### src/rtl/pdec_irq_pkg.sv
// Shared definitions for the pdec interrupt aggregation block: register offsets,
// source type encoding and the coalescing configuration layout.
package pdec_irq_pkg;

  localparam logic [31:0] OFF_RAW      = 32'h00;
  localparam logic [31:0] OFF_STATUS   = 32'h04;
  localparam logic [31:0] OFF_MASK     = 32'h08;
  localparam logic [31:0] OFF_CLR      = 32'h0C;
  localparam logic [31:0] OFF_SET      = 32'h10;
  localparam logic [31:0] OFF_TYPE     = 32'h14;
  localparam logic [31:0] OFF_OVF      = 32'h18;
  localparam logic [31:0] OFF_PEND_ID  = 32'h1C;
  localparam logic [31:0] OFF_GRP_EN   = 32'h20;
  localparam logic [31:0] OFF_COAL_CFG = 32'h30;

  localparam int PEND_VALID_BIT = 31;

  typedef enum logic {
    TYPE_LEVEL = 1'b0,
    TYPE_EDGE  = 1'b1
  } irq_type_e;

  // COAL_CFG layout: [23:8] timeout, [7:0] threshold.
  typedef struct packed {
    logic [15:0] tmo;
    logic [7:0]  thr;
  } coal_cfg_t;

endpackage

### src/rtl/pdec_irq_grp_out.sv
// One routable group output: OR of the group's pending sources, optionally
// coalesced by an event-count threshold and a pending timeout (PDEC_IRQ_COAL_EN).
module pdec_irq_grp_out
  import pdec_irq_pkg::*;
#(
  parameter int INT_NUM = 8
) (
  input  logic               clk,
  input  logic               rst,
  input  logic [INT_NUM-1:0] status,
  input  logic [INT_NUM-1:0] grp_en,
`ifdef PDEC_IRQ_COAL_EN
  input  coal_cfg_t          cfg,
  input  logic [INT_NUM-1:0] rise,
`endif
  output logic               intr
);

  logic [INT_NUM-1:0] pending;
  assign pending = status & grp_en;

`ifdef PDEC_IRQ_COAL_EN
  logic [7:0]  cnt, cnt_n;
  logic [15:0] timer;
  logic [5:0]  n_rise;
  logic [8:0]  cnt_sum;
  logic        fire;

  // NOTE: every always_comb output gets a default first, so no path can infer a latch.
  always_comb begin
    n_rise = '0;
    for (int i = 0; i < INT_NUM; i++) n_rise = n_rise + 6'(rise[i] & grp_en[i]);
    // A rise on an idle group must still count, so the clear applies to the old value only.
    cnt_sum = {1'b0, (|pending) ? cnt : 8'd0} + 9'(n_rise);
    cnt_n   = cnt_sum[8] ? 8'hFF : cnt_sum[7:0];
    fire    = (|pending) && ((cfg.thr == 8'd0) || (cnt >= cfg.thr) ||
                             ((cfg.tmo != 16'd0) && (timer >= cfg.tmo)));
  end

  always_ff @(posedge clk) begin
    if (rst) begin
      cnt   <= '0;
      timer <= '0;
      intr  <= 1'b0;
    end else begin
      cnt   <= cnt_n;
      timer <= (|pending) ? ((timer == 16'hFFFF) ? timer : timer + 16'd1) : 16'd0;
      intr  <= (|pending) && (intr || fire);
    end
  end
`else
  always_ff @(posedge clk) begin
    if (rst) intr <= 1'b0;
    else     intr <= |pending;
  end
`endif

endmodule

### src/rtl/pdec_irq_ctrl.sv
// Parametrised interrupt aggregation: raw/mask/status/clr/set, level/edge typing,
// overflow capture, pending-ID and GRP_NUM group outputs. Coalescing: PDEC_IRQ_COAL_EN.
module pdec_irq_ctrl
  import pdec_irq_pkg::*;
#(
  parameter int          INT_NUM   = 8,
  parameter int          GRP_NUM   = 2,
  parameter logic [31:0] BASE_ADDR = 32'h0
) (
  input  logic               clk,
  input  logic               rst,
  input  logic               wen,
  input  logic               ren,
  input  logic [31:0]        waddr,
  input  logic [31:0]        raddr,
  input  logic [31:0]        wdata,
  output logic [31:0]        rdata,
  input  logic [INT_NUM-1:0] int_src,
  output logic [GRP_NUM-1:0] intr_group
);

  logic [INT_NUM-1:0] raw, raw_n, mask, typ, ovf, ovf_n, src_d;
  logic [INT_NUM-1:0] status, hw_evt, wbits;
  logic [INT_NUM-1:0] grp_en [GRP_NUM];
  logic [31:0]        woff, roff, rd_val, pend_id;
  logic               wr_mask, wr_clr, wr_set, wr_type, wr_ovf;
  logic [GRP_NUM-1:0] wr_grp;

  assign woff   = waddr - BASE_ADDR;
  assign roff   = raddr - BASE_ADDR;
  assign wbits  = wdata[INT_NUM-1:0];
  assign status = raw & ~mask;

  assign wr_mask = wen && (woff == OFF_MASK);
  assign wr_clr  = wen && (woff == OFF_CLR);
  assign wr_set  = wen && (woff == OFF_SET);
  assign wr_type = wen && (woff == OFF_TYPE);
  assign wr_ovf  = wen && (woff == OFF_OVF);

  always_comb begin
    wr_grp = '0;
    for (int g = 0; g < GRP_NUM; g++) wr_grp[g] = wen && (woff == OFF_GRP_EN + 32'(4 * g));
  end

  // Hardware events outrank CLR, so a held level source cannot be cleared.
  always_comb begin
    for (int i = 0; i < INT_NUM; i++)
      hw_evt[i] = (typ[i] == TYPE_EDGE) ? (int_src[i] & ~src_d[i]) : int_src[i];
    raw_n = hw_evt | (wr_clr ? (raw & ~wbits) : raw) | (wr_set ? wbits : '0);
    ovf_n = (hw_evt & raw & typ) | (wr_ovf ? (ovf & ~wbits) : ovf);
  end

  always_comb begin
    pend_id = '0;
    for (int i = INT_NUM - 1; i >= 0; i--) if (status[i]) pend_id[4:0] = 5'(i);
    pend_id[PEND_VALID_BIT] = |status;
  end

`ifdef PDEC_IRQ_COAL_EN
  coal_cfg_t coal_cfg;
  logic      wr_coal;
  assign wr_coal = wen && (woff == OFF_COAL_CFG);
`endif

  always_comb begin
    rd_val = '0;
    case (roff)
      OFF_RAW:      rd_val = 32'(raw);
      OFF_STATUS:   rd_val = 32'(status);
      OFF_MASK:     rd_val = 32'(mask);
      OFF_TYPE:     rd_val = 32'(typ);
      OFF_OVF:      rd_val = 32'(ovf);
      OFF_PEND_ID:  rd_val = pend_id;
`ifdef PDEC_IRQ_COAL_EN
      OFF_COAL_CFG: rd_val = 32'(coal_cfg);
`endif
      default:      rd_val = '0;
    endcase
    for (int g = 0; g < GRP_NUM; g++)
      if (roff == OFF_GRP_EN + 32'(4 * g)) rd_val = 32'(grp_en[g]);
  end

  // NOTE: sequential state uses non-blocking assignments so every register samples pre-edge values.
  always_ff @(posedge clk) begin
    if (rst) begin
      raw   <= '0;
      mask  <= '1;
      typ   <= '0;
      ovf   <= '0;
      src_d <= '0;
      rdata <= '0;
      // NOTE: the GRP_EN array is a handful of flops, not a RAM, so it is reset element by element.
      for (int g = 0; g < GRP_NUM; g++) grp_en[g] <= '0;
`ifdef PDEC_IRQ_COAL_EN
      coal_cfg <= '0;
`endif
    end else begin
      raw   <= raw_n;
      ovf   <= ovf_n;
      src_d <= int_src;
      if (wr_mask) mask <= wbits;
      if (wr_type) typ  <= wbits;
      for (int g = 0; g < GRP_NUM; g++) if (wr_grp[g]) grp_en[g] <= wbits;
`ifdef PDEC_IRQ_COAL_EN
      if (wr_coal) coal_cfg <= wdata[23:0];
`endif
      if (ren) rdata <= rd_val;
    end
  end

`ifdef PDEC_IRQ_COAL_EN
  logic [INT_NUM-1:0] rise;
  assign rise = raw_n & ~raw & ~mask;
`endif

  for (genvar g = 0; g < GRP_NUM; g++) begin : g_grp
    pdec_irq_grp_out #(.INT_NUM(INT_NUM)) u_grp (
      .clk    (clk),
      .rst    (rst),
      .status (status),
      .grp_en (grp_en[g]),
`ifdef PDEC_IRQ_COAL_EN
      .cfg    (coal_cfg),
      .rise   (rise),
`endif
      .intr   (intr_group[g])
    );
  end

endmodule

### config.mk
export PLATFORM = sky130hd
export DESIGN_NAME = pdec_irq_ctrl
export DESIGN_NICKNAME = d
export VERILOG_FILES = /design/src/rtl/pdec_irq_pkg.sv /design/src/rtl/pdec_irq_grp_out.sv /design/src/rtl/pdec_irq_ctrl.sv
export SDC_FILE = /design/constraint.sdc
export NUM_CORES = 1
export LEC_CHECK = 0
export BUFFER_PORTS_ARGS = -buffer_cell sky130_fd_sc_hd__buf_2
export CAP_MARGIN = 40
export CORE_MARGIN = 2
export CORE_UTILIZATION = 54
export CTS_CLUSTER_SIZE = 8
export DETAILED_ROUTE_END_ITERATION = 8
export PLACE_DENSITY = 0.94
export REMOVE_ABC_BUFFERS = 1
export SKIP_CTS_REPAIR_TIMING = 1
export SYNTH_ARGS = -nofsm -noshare
export SYNTH_HDL_FRONTEND = slang
export SYNTH_HIERARCHICAL = 1
export SYNTH_SLANG_ARGS = --single-unit
### constraint.sdc
create_clock -name clk -period 3.6 [get_ports clk]
set_input_delay 0.72 -clock clk [delete_from_list [all_inputs] [get_ports clk]]
set_output_delay 0.72 -clock clk [all_outputs]
set_load 0.01 [all_outputs]
Word-level counts from Yosys, hierarchy flattened
Memories as Yosys holds them, arrays and structs flattened.
Cells that the tools add are included.
- eq/ne operators: 14
- mux-type cells: 32
- bitwise logic cells: 30
- reductions and logical operators: 11
- operators with widths (cell ; count):
    $eq 32x5->1 const B ; 6
    $pmux 32 s6 ; 1
    $eq 32x6->1 const B ; 4
    $eq 32x4->1 const B ; 3
    $mux 32 ; 2
    $and 8x8->8 ; 7
    $mux 8 ; 5
    $mux 5 ; 7
    $eq 32x3->1 const B ; 1
    $logic_not 32->1 ; 1
    $or 8x8->8 ; 3
    $reduce_or 8->1 ; 3
    $mux 1 ; 16
    $not 8->8 ; 2
    $and 1x1->1 ; 8
    $not 1->1 ; 8
    $logic_and 1x1->1 ; 7
    $mux 3 ; 1
    $or 1x1->1 ; 2
- bits in registers: 74
- memory bits (writable): 16
- input bits: 108
- output and inout bits: 34
- word-level logic and storage cells: 96
- memories: 1
- memory list (memory ; words ; bits a word ; read ports ; clocked after memory_dff ; write ports ; RTL line ; RTL):
    grp_en ; 2 ; 8 ; 2 ; 0 ; 2 ; pdec_irq_ctrl.sv:24 ; logic [INT_NUM-1:0] grp_en [GRP_NUM];

Depth between registers and ports, before layout
- depth in word-level cells: 13
- mapped depth: 7
- gate-level depth less buffers: 6

By module
The synthesis kept the hierarchy.
- modules (own cells, without submodules) (module ; times used ; cells an instance ; area an instance (um2) ; sequential area each (um2)):
    pdec_irq_ctrl ; 1 ; 409 ; 3737.3 ; 1461.4
    pdec_irq_grp_out ; 2 ; 6 ; 58.8 ; 20.0

Least setup slack after synthesis
OpenSTA, ideal clock, no wires.
- path kind: in2reg
- start: input port waddr[21]
- end: memory grp_en[0][0], enable pin
- setup time: 387 ps
- arrival time: 2255 ps
- data required time: 3213 ps
- slack: 958 ps
- stages: 4
- path buffers: 0
- cells stage by stage: nor4_1 > nand4_1 > or2_2 > o31ai_1
- RTL lines (element ; RTL line ; RTL):
    start, declared ; pdec_irq_ctrl.sv:14 ; input logic [31:0] waddr,
    end, declared ; pdec_irq_ctrl.sv:24 ;

Worst setup path after layout
- start: input port raddr[2]
- end: register rdata[0]
- longest elaborated chain between the ends: 4
- elaborated cells between the ends (all ways): 11
- those cells by class: eq/ne (7); mux (3); reduce/logical (1)
- ends and longest elaborated chain (element ; RTL line ; RTL):
    start, declared ; pdec_irq_ctrl.sv:15 ; input logic [31:0] raddr,
    $eq 32x5->1 (tied with other cells) ; pdec_irq_ctrl.sv:67 ; case (roff)
    $pmux 32 s6 ; pdec_irq_ctrl.sv:67 ;
    $mux 32 ; pdec_irq_ctrl.sv:80 ; if (roff == OFF_GRP_EN + 32'(4 * g)) rd_val = 32'(grp_en[g]);
    $mux 32 * ; pdec_irq_ctrl.sv:80 ;
    end signal, assigned ; pdec_irq_ctrl.sv:107 ; if (ren) rdata <= rd_val;
    end, declared ; pdec_irq_ctrl.sv:17 ; output logic [31:0] rdata,
Every way passes the cells marked *; elsewhere a longest branch is shown, timed or not.
A chain may end at the register's enable or synchronous reset.

==> impl_metrics.tcl <==
set metrics [dict create \
    status "finished, final reports clean" \
    drt.antenna.violating_nets 0 \
    gp_congestion 1.003 \
    routed-via-count 3838 \
    finalPower_w 0.001498 \
    coreArea_um2 6869 \
    portBuffers 94 \
    fin_setup_tns_ns 0 \
    dp.cells 597 \
    grt_usage 0.2772 \
    cts_tree "built" \
    synth-main-ff-cell "dfxtp_1" \
    hold_viol 0 \
    slew-limit-headroom 0.4797 \
    yosys_warnings 6 \
    grt_pass1_vias 3587 \
    cp-start-kind "input pin" \
    die_w_um 88.49 \
    rrSetupSlack_ns 1.78 \
    finalHoldWorstSlack_ns 0.4652 \
    hold_start "rdata[31]$_SDFFE_PP0P_" \
    ir_drop_mv 0.1824 \
    dieArea_um2 7830 \
    worst_pin_slew_ns 0.7740 \
    row_count 30 \
    drt-total-wl_mm 10.46 \
    powerDensity_nw_per_um2 335.3 \
    required_ns 3.85 \
    final_cells 613 \
    nets 620 \
    clkTransAtPathRegs_ns 0.06 \
    avgViaCountPerCell 6.261 \
    setup_viol 0 \
    firstDrtPassIters 6 \
    final_layout_size_suffix_gt1_frac 0.2669 \
    post-route-min-period_ns 2.387 \
    drt-initial-drc-count 493 \
    grt_overflow 0 \
    period_share 0.6632 \
    critPathLaunch "raddr[2]" \
    synth-edff-count 16 \
    fmax_mhz 418.9 \
    final-max-slew-violation-count 0 \
    ios 142 \
    leakagePower_nw 1.783 \
    die_y_um 88.49 \
    syn_area_um2 3855 \
    clockRootBuffer "clkbuf_8" \
    multi_input_area_um2 2131 \
    hold_path_class "flip-flop to flip-flop" \
    skew_ns 0.005975 \
    area_delta_synth_final_pct 15.87 \
    netlist_instances 421 \
    drc 0 \
    seq_area_frac_synth 0.3895 \
    cap_violations 0 \
    crit_fanout 22 \
    cts_sinks 67 \
    async_flop_share 0 \
    rsz0062_at_grt "no" \
    layout.area.seq_um2 1501 \
    fillers 564 \
    clk_path_buf_depth 2 \
    ys_types 64 \
    clk_latency_ns 0.34 \
    numCtsBuffers 9 \
    end_kind "flip-flop" \
    grt_max_degree 28 \
    insertedDiodeCount 0 \
    r2r_start "raw[6]$_SDFF_PP0_" \
    cp_data_arrival_time_ns 2.63 \
    dp_hpwl_mm 7.938 \
    start_util 0.5612 \
    ctsHtreeMaxLevel 3 \
    crit_type "input pin to flip-flop" \
    ys_seq_elements 67 \
    antenna_found_initial 0 \
    syn_area_per_cell_um2 9.157 \
    grt_pass1_wl_mm 16.54 \
    drt-wirelength-per-cell_um 17.07 \
]
## report_power, final
part           switching (W)  leakage, nW  total [W]  internal, W
registers          0.0000171        0.569   0.000810     0.000793
clock network       0.000269       0.0812   0.000516     0.000247
logic               0.000103         1.13   0.000171    0.0000681
## layer usage
metal  global-route usage  up-vias  wire length (µm)  part of all wire
met2               0.4627      267              4991              0.48
met1               0.3318     1793              4028              0.38
met4               0.1570        0               388             0.037
met3              0.05784       44              1055              0.10
met5                    0        -                 0                 0
li1                     -     1734                 -                 -
## final cells by class
class | count | area share
clock buffer | 13 | 0.03109
multi-input combinational | 321 | 0.4770
clock inverter | 3 | 0.003361
tap | 96 | 0.02689
inverter | 14 | 0.01176
sequential | 67 | 0.3361
timing repair buffer | 99 | 0.1137
## sequential cells by signal, indices dropped and copies added (netlist names)
register          cells
g_grp.u_grp/intr      2
grp_en               16
mask                  8
ovf                   8
raw                   8
rdata                 9
src_d                 8
typ                   8
## path summary, 6_finish.rpt
path / cells past startpoint / endpoint
hold reg to reg: 2 / rdata[31]$_SDFFE_PP0P_
setup / recovery: 7 / rdata[0]$_SDFFE_PP0P_
setup reg to reg: 5 / rdata[1]$_SDFFE_PP0P_
hold / removal: 2 / rdata[31]$_SDFFE_PP0P_
## cell usage in the layout (no fill, tap or decap), types with 4 or more instances in the layout
| cell | instances |
|---|---|
| inv_1 | 13 |
| clkbuf_1 | 4 |
| nand4_1 | 5 |
| o41ai_1 | 4 |
| nor2b_1 | 18 |
| conb_1 | 23 |
| o211ai_1 | 13 |
| clkbuf_8 | 9 |
| o21ai_1 | 4 |
| mux2i_1 | 9 |
| buf_2 | 94 |
| nand4b_1 | 8 |
| nand2_1 | 26 |
| nand2b_1 | 5 |
| edfxtp_1 | 16 |
| dfxtp_1 | 51 |
| nor4_2 | 5 |
| nor3b_2 | 4 |
| nand3_1 | 13 |
| o31ai_1 | 11 |
| nor4_1 | 11 |
| a21oi_1 | 19 |
| and2_1 | 9 |
| o21ai_0 | 12 |
| a22oi_1 | 20 |
| nor4b_2 | 4 |
| nor2_1 | 36 |
| buf_4 | 5 |
| a211oi_1 | 6 |
| and3b_1 | 8 |
## critical path, stage by stage
cell and delay (ns):
buf_2 0.35, nor4b_2 0.47, buf_4 0.26, nand2_1 0.07, nor3_1 0.33, a21boi_0 0.19
o32ai_1 0.24
## logic make-up (layout without fill, tap and decap cells)
group                  count (synthesis)  count (layout)  synth area share
other                                  1              23         0.0009728
buffers and inverters                 55             129           0.07919
flip-flops                            67              67            0.3895
multiplexers                           9               9           0.02337
AND/OR/NAND/NOR                      177             177            0.2983
AO/OA/AOI/OAI                        112             112            0.2087
## stage by stage
stage	worst slack [ns]	util	cell area [µm²]
6_report	1.213	0.6503	4467
4_1_cts	1.270	0.6503	4467
5_1_grt	1.049	0.6503	4467
3_5_place_dp	0.9104	0.6279	4313
3_3_place_gp	0.9548	0.6279	4313
2_1_floorplan	0.9582	-	3685
## synthesized netlist by cell type, drive strengths merged, types with 5 or more instances
| master | n | area share |
|---|---|---|
| dfxtp | 51 | 0.26 |
| nor2 | 37 | 0.037 |
| buf | 31 | 0.056 |
| nand2 | 27 | 0.027 |
| a22oi | 20 | 0.039 |
| a21oi | 19 | 0.025 |
| nor2b | 18 | 0.029 |
| nor4 | 17 | 0.040 |
| edfxtp | 16 | 0.12 |
| o21ai | 16 | 0.021 |
| inv | 13 | 0.013 |
| nand3 | 13 | 0.017 |
| o211ai | 13 | 0.025 |
| o31ai | 11 | 0.021 |
| clkbuf | 10 | 0.0097 |
| and2 | 9 | 0.015 |
| mux2i | 9 | 0.023 |
| nand4b | 9 | 0.022 |
| and3b | 8 | 0.018 |
| nand4 | 7 | 0.017 |
| a211oi | 6 | 0.012 |
| nor3b | 6 | 0.017 |
| nand2b | 5 | 0.0081 |
| nor3 | 5 | 0.011 |
Power figures use the tool's default switching activity.
